### src/rtl/prism_in_cond.sv
// Input conditioning for the PRISM input bus: two-flop synchroniser, per-bit
// programmable glitch filter, registered edge pulses, sticky edge flags and a maskable irq.
module prism_in_cond #(
  parameter int unsigned WIDTH     = 8,
  parameter int unsigned FILT_BITS = 4
) (
  input  logic                 clk,
  input  logic                 rst,
  input  logic [WIDTH-1:0]     in_raw,
  input  logic [WIDTH-1:0]     filt_en,
  input  logic [FILT_BITS-1:0] filt_len,
  input  logic [WIDTH-1:0]     irq_mask,
  input  logic [WIDTH-1:0]     flag_clr,
  output logic [WIDTH-1:0]     in_filt,
  output logic [WIDTH-1:0]     rise,
  output logic [WIDTH-1:0]     fall,
  output logic [WIDTH-1:0]     edge_flag,
  output logic                 irq
);

  logic [WIDTH-1:0]                s1_q, s2_q;
  logic [WIDTH-1:0]                filt_q, filt_d;
  logic [WIDTH-1:0]                rise_q, rise_d;
  logic [WIDTH-1:0]                fall_q, fall_d;
  logic [WIDTH-1:0]                flag_q, flag_d;
  logic [WIDTH-1:0][FILT_BITS-1:0] cnt_q, cnt_d;
  logic [WIDTH-1:0]                upd;
  logic                            irq_q, irq_d;

  // Per-bit stability counter. The >= compare lets a shortened filt_len take
  // effect on a count already in flight.
  always_comb begin
    upd   = '0;
    cnt_d = '0;
    for (int unsigned i = 0; i < WIDTH; i++) begin
      if (filt_en[i]) begin
        if (s2_q[i] == filt_q[i]) begin
          cnt_d[i] = '0;
        end else if (cnt_q[i] >= filt_len) begin
          upd[i] = 1'b1;
        end else begin
          cnt_d[i] = cnt_q[i] + FILT_BITS'(1);
        end
      end else begin
        upd[i] = s2_q[i] ^ filt_q[i];
      end
    end
  end

  always_comb begin
    filt_d = (filt_q & ~upd) | (s2_q & upd);
    rise_d = upd & s2_q;
    fall_d = upd & ~s2_q;
    // A new edge beats a simultaneous clear.
    flag_d = rise_d | fall_d | (flag_q & ~flag_clr);
    irq_d  = |(flag_d & irq_mask);
  end

  always_ff @(posedge clk or posedge rst) begin
    if (rst) begin
      s1_q   <= '0;
      s2_q   <= '0;
      filt_q <= '0;
      rise_q <= '0;
      fall_q <= '0;
      flag_q <= '0;
      cnt_q  <= '0;
      irq_q  <= 1'b0;
    end else begin
      s1_q   <= in_raw;
      s2_q   <= s1_q;
      filt_q <= filt_d;
      rise_q <= rise_d;
      fall_q <= fall_d;
      flag_q <= flag_d;
      cnt_q  <= cnt_d;
      irq_q  <= irq_d;
    end
  end

  assign in_filt   = filt_q;
  assign rise      = rise_q;
  assign fall      = fall_q;
  assign edge_flag = flag_q;
  assign irq       = irq_q;

endmodule

### config.mk
export PLATFORM = sky130hd
export DESIGN_NAME = prism_in_cond
export DESIGN_NICKNAME = d
export VERILOG_FILES = /design/src/rtl/prism_in_cond.sv
export SDC_FILE = /design/constraint.sdc
export NUM_CORES = 1
export LEC_CHECK = 0
export CAP_MARGIN = 20
export CORE_MARGIN = 3
export CORE_UTILIZATION = 40
export CTS_BUF_LIST = sky130_fd_sc_hd__clkbuf_4 sky130_fd_sc_hd__clkbuf_8
export CTS_CLUSTER_SIZE = 20
export DETAILED_ROUTE_END_ITERATION = 10
export SKIP_CTS_REPAIR_TIMING = 1
export SYNTH_ARGS = -nofsm -noshare
export SYNTH_HDL_FRONTEND = slang
export SYNTH_SLANG_ARGS = --single-unit
### constraint.sdc
create_clock -name clk -period 5.1 [get_ports clk]
set_input_delay 1.53 -clock clk [delete_from_list [all_inputs] [get_ports clk]]
set_output_delay 1.53 -clock clk [all_outputs]
set_load 0.02 [all_outputs]
==> impl_results.html <==
<table>
<tr><th>Metric</th><th>Value</th></tr>
<tr><th colspan="2">Global routing</th></tr>
<tr><td>First-pass GRT wire length</td><td>13.9 mm</td></tr>
<tr><td>Number of antenna violations at the first check in global routing</td><td>0</td></tr>
<tr><td>GRT Overall Usage</td><td>around 16%</td></tr>
<tr><td>Overall overflow remaining after global route</td><td>0</td></tr>
<tr><td>Via count of the first global-routing pass</td><td>about 2800</td></tr>
<tr><td>Pin count of the biggest net entering global routing</td><td>54</td></tr>
<tr><th colspan="2">Worst setup path</th></tr>
<tr><td>Count of cell instances traversed by the critical path</td><td>6</td></tr>
<tr><td>Worst Setup Start Kind</td><td>primary input</td></tr>
<tr><td>Worst setup EP type</td><td>flip-flop</td></tr>
<tr><td>Top Family by Delay on Critical Path</td><td>buffers and inverters</td></tr>
<tr><td>Stage delay of the slowest cell on the critical path</td><td>0.75 ns</td></tr>
<tr><td>Worst reg2reg path startpoint</td><td>cnt_q[26]</td></tr>
<tr><td>Required time of the critical path</td><td>between 5 and 6 ns</td></tr>
<tr><td>Worst path slowest cell</td><td>clkdlybuf4s50_1</td></tr>
<tr><td>Maximum fanout along the worst path</td><td>8</td></tr>
<tr><td>Path type of the worst setup path</td><td>in2reg</td></tr>
<tr><td>Length in cells of the worst reg-to-reg path</td><td>5</td></tr>
<tr><td>Source of the critical timing path</td><td>filt_len[0]</td></tr>
<tr><td>Arrival time of the worst setup path</td><td>about 3.7 ns</td></tr>
<tr><td>Series of cell instances along the critical path</td><td>clkdlybuf4s50_1, ha_1, nor2b_1, o21ai_0, a21oi_1, mux2_2</td></tr>
<tr><td>Critical path buffer and inverter count</td><td>1</td></tr>
<tr><td>Slack of the worst reg-to-reg path</td><td>slightly above 3 ns</td></tr>
<tr><th colspan="2">Drt</th></tr>
<tr><td>Antenna Nets Post-Route</td><td>0</td></tr>
<tr><td>Overall via count from detail_route</td><td>2637</td></tr>
<tr><td>Detailed Routing Iterations Pass 1</td><td>4</td></tr>
<tr><td>Via-to-Cell Ratio</td><td>4.82</td></tr>
<tr><td>Starting DRC count in detailed routing</td><td>91</td></tr>
<tr><td>Wire length after detailed routing</td><td>between 7 and 8 mm</td></tr>
<tr><td>Routed length per placed instance</td><td>between 10 and 15 um</td></tr>
<tr><td>DRC</td><td>0</td></tr>
<tr><th colspan="2">Synthesis</th></tr>
<tr><td>Average cell area after synthesis</td><td>roughly 12 um2</td></tr>
<tr><td>Nets in the synthesized netlist</td><td>roughly 400</td></tr>
<tr><td>Number of library cell types mapped by synthesis</td><td>33</td></tr>
<tr><td>Sequential cell area fraction in the yosys report</td><td>53.0%</td></tr>
<tr><td>Synthesized flop and latch total</td><td>slightly above 80</td></tr>
<tr><td>Mapped Area</td><td>3830 um2</td></tr>
<tr><td>Synth warnings</td><td>0</td></tr>
<tr><td>Gate Count Post-Synth</td><td>331</td></tr>
<tr><th colspan="2">Clock network</th></tr>
<tr><td>Maximum buffer depth of the clock tree</td><td>2</td></tr>
<tr><td>Clock transition at path regs</td><td>0.08 ns</td></tr>
<tr><td>Cts bufs inserted</td><td>9</td></tr>
<tr><td>Number of sinks on the clock net</td><td>around 80</td></tr>
<tr><td>Level count of the clock H-tree</td><td>3</td></tr>
<tr><td>Cell at the root of the clock tree</td><td>clkbuf_8</td></tr>
<tr><td>Clock tree from TritonCTS</td><td>built</td></tr>
<tr><td>Insertion delay of the later-clocked pin in the worst-skew pair</td><td>between 0.3 and 0.4 ns</td></tr>
<tr><th colspan="2">Layout</th></tr>
<tr><td>Proportion of layout cells with a drive suffix above 1</td><td>between 7 and 8%</td></tr>
<tr><td>Final core occ</td><td>52.8%</td></tr>
<tr><td>Leading cell type in the layout, fill and taps excluded</td><td>dfrtp_1</td></tr>
<tr><td>Number of inserted diodes</td><td>0</td></tr>
<tr><td>Top library cells by usage in the layout, fill and taps aside</td><td>81 x dfrtp_1, 70 x clkdlybuf4s50_1, 40 x ha_1, 27 x inv_1, 25 x nor2_1</td></tr>
<tr><td>Fillcell total</td><td>just under 900</td></tr>
<tr><td>Footprint of the multi-input gates</td><td>about 1700 um2</td></tr>
<tr><td>Final net count</td><td>around 500</td></tr>
<tr><td>Register area</td><td>slightly above 2000 um2</td></tr>
<tr><td>Area growth syn-to-layout</td><td>28.0%</td></tr>
<tr><th colspan="2">Placement</th></tr>
<tr><td>Post-DP HPWL</td><td>between 5 and 6 mm</td></tr>
<tr><td>RD Place Congestion</td><td>between 0.7 and 0.8</td></tr>
<tr><td>Minimum setup slack after placement</td><td>between 1 and 1.5 ns</td></tr>
<tr><td>Port Buffers</td><td>70</td></tr>
<tr><th colspan="2">Floorplanning</th></tr>
<tr><td>Height of the die</td><td>104 um</td></tr>
<tr><td>Die Area</td><td>10800 um2</td></tr>
<tr><td>Row count</td><td>35</td></tr>
<tr><td>Width of the die</td><td>~100 um</td></tr>
<tr><td>Core ar.</td><td>9280 um2</td></tr>
<tr><td>Io pins</td><td>71</td></tr>
<tr><td>Effective utilization at floorplan</td><td>a little over 40%</td></tr>
<tr><th colspan="2">STA</th></tr>
<tr><td>Clock skew</td><td>approximately 0.014 ns</td></tr>
<tr><td>Worst setup slack after layout</td><td>1.61 ns</td></tr>
<tr><td>Relative slew slack</td><td>a little under three fifths</td></tr>
<tr><td>Total setup violations reported at the end of the flow</td><td>0</td></tr>
<tr><td>Number of hold violations in the final report</td><td>0</td></tr>
<tr><td>RSZ-0062 raised after global routing</td><td>false</td></tr>
<tr><td>Worst slew pin tran</td><td>~0.67 ns</td></tr>
<tr><td>Total count of max-transition violations in the final report</td><td>0</td></tr>
<tr><td>Upper clock frequency limit</td><td>approximately 0.29 GHz</td></tr>
<tr><td>Share of the clock period used by the worst path after layout</td><td>between 60% and 70%</td></tr>
<tr><td>Sum of negative setup slack</td><td>0 ns</td></tr>
<tr><td>Final-layout worst hold slack</td><td>about 0.35 ns</td></tr>
<tr><td>Minimum clock period after layout</td><td>approximately 3.5 ns</td></tr>
<tr><th colspan="2">Hold path</th></tr>
<tr><td>Worst min-delay path category</td><td>reg2reg</td></tr>
<tr><th colspan="2">Power and ir drop</th></tr>
<tr><td>Power density normalized to cell area</td><td>315 nW/um2</td></tr>
<tr><td>Static Leakage</td><td>roughly 2.3 nW</td></tr>
<tr><td>IR Drop Worst-Case VDD</td><td>roughly 120 uV</td></tr>
<tr><th colspan="2">Outcome</th></tr>
<tr><td>Result of the run</td><td>completed</td></tr>
<tr><th colspan="2">Run</th></tr>
<tr><td>Max-Cap Viols</td><td>0</td></tr>
</table>
-- sequential cells by signal, summed over array words and instances, names as in the netlist, named ones only --
name / cells
irq: 1
rise: 8
edge_flag: 8
s1_q: 8
s2_q: 8
fall: 8
cnt_q: 32
-- worst register-to-register path, stage by stage (launching register included) --
cell,delay [ns]
dfrtp_1,0.43
ha_1,0.31
a21oi_1,0.13
o21ai_0,0.16
a21oi_1,0.49
mux2_2,0.39
-- power by group --
part	switching, mW	internal, mW	total [mW]
clock	0.232	0.244	0.476
sequential	0.0455	0.695	0.741
combinational	0.170	0.158	0.328
total	0.448	1.10	1.54
-- Yosys cell counts --
master     count  area (um2)
dfrtp_1       81        2030
ha_1          40         500
inv_1         28         105
nor2_1        25        93.8
nand3_1       17        85.1
xor2_1        16         140
nand2_1       14        52.6
nor3b_1       14         105
a21oi_1       13        65.1
nand2b_1       8        50.1
nand4_1        8        50.1
xnor2_1        8        70.1
and3_1         7        43.8
mux2_2         7        78.8
o21ai_0        7        35.0
nand3b_1       6        45.0
nor2b_1        6        37.5
o22ai_1        6        37.5
and4_1         3        26.3
nor4b_1        3        26.3
nand2b_4       2        27.5
a2111oi_4      1        27.5
a211o_1        1        8.76
a21oi_4        1        16.3
a31oi_1        1        6.26
a41oi_1        1        8.76
and3b_1        1        8.76
mux2_4         1        15.0
nor2_2         1        6.26
o21a_1         1        7.51
o21ai_1        1        5.00
o2bb2ai_1      1        8.76
or2_1          1        6.26
-- cell type report --
cell class / instances / area share [%]
Tap cell: 129 / 3.30
Multi-Input combinational cell: 222 / 34.6
Sequential cell: 81 / 41.4
Clock buffer: 12 / 2.99
Timing Repair Buffer: 71 / 14.5
Clock inverter: 4 / 1.10
Inverter: 28 / 2.17
-- routing by layer --
layer | track usage [%] | vias up | share of wire, %
met2 | 24.2 | 64 | 44
met5 | 0 | - | 0
met3 | 4.05 | 14 | 4.9
met1 | 21.9 | 1247 | 49
met4 | 5.79 | 0 | 1.7
li1 | - | 1312 | -
-- cell families (layout without fill, tap and decap cells) --
logic type,Yosys count,in the layout,share of synthesized area [%]
fa+ha+maj,40,40,13.1
compound gates,34,34,5.92
mux,8,8,2.45
buf+inv,28,115,2.75
xor+xnor,24,24,5.49
simple gates,116,116,17.4
flops,81,81,53.0
-- through the flow --
stage | cell area [um2] | std cells | power [mW]
global route | 4900 | 547 | 1.64
floorplan | 3830 | 331 | 0.937
CTS | 4900 | 547 | 1.57
global placement | 4700 | 531 | 1.08
finish | 4900 | 547 | 1.54
detailed placement | 4700 | 531 | 1.08
-- worst min path at each step --
stage	cells past startpoint	start	slack (ns)	end
floorplan	0	s1_q[0]	0.33	s2_q[0]
global placement	0	s1_q[3]	0.33	s2_q[3]
detailed placement	0	s1_q[1]	0.34	s2_q[1]
CTS	0	s1_q[3]	0.36	s2_q[3]
global route	0	s1_q[5]	0.36	s2_q[5]
finish	0	s1_q[3]	0.35	s2_q[3]
Note: power is estimated with default switching activity, not from simulation.
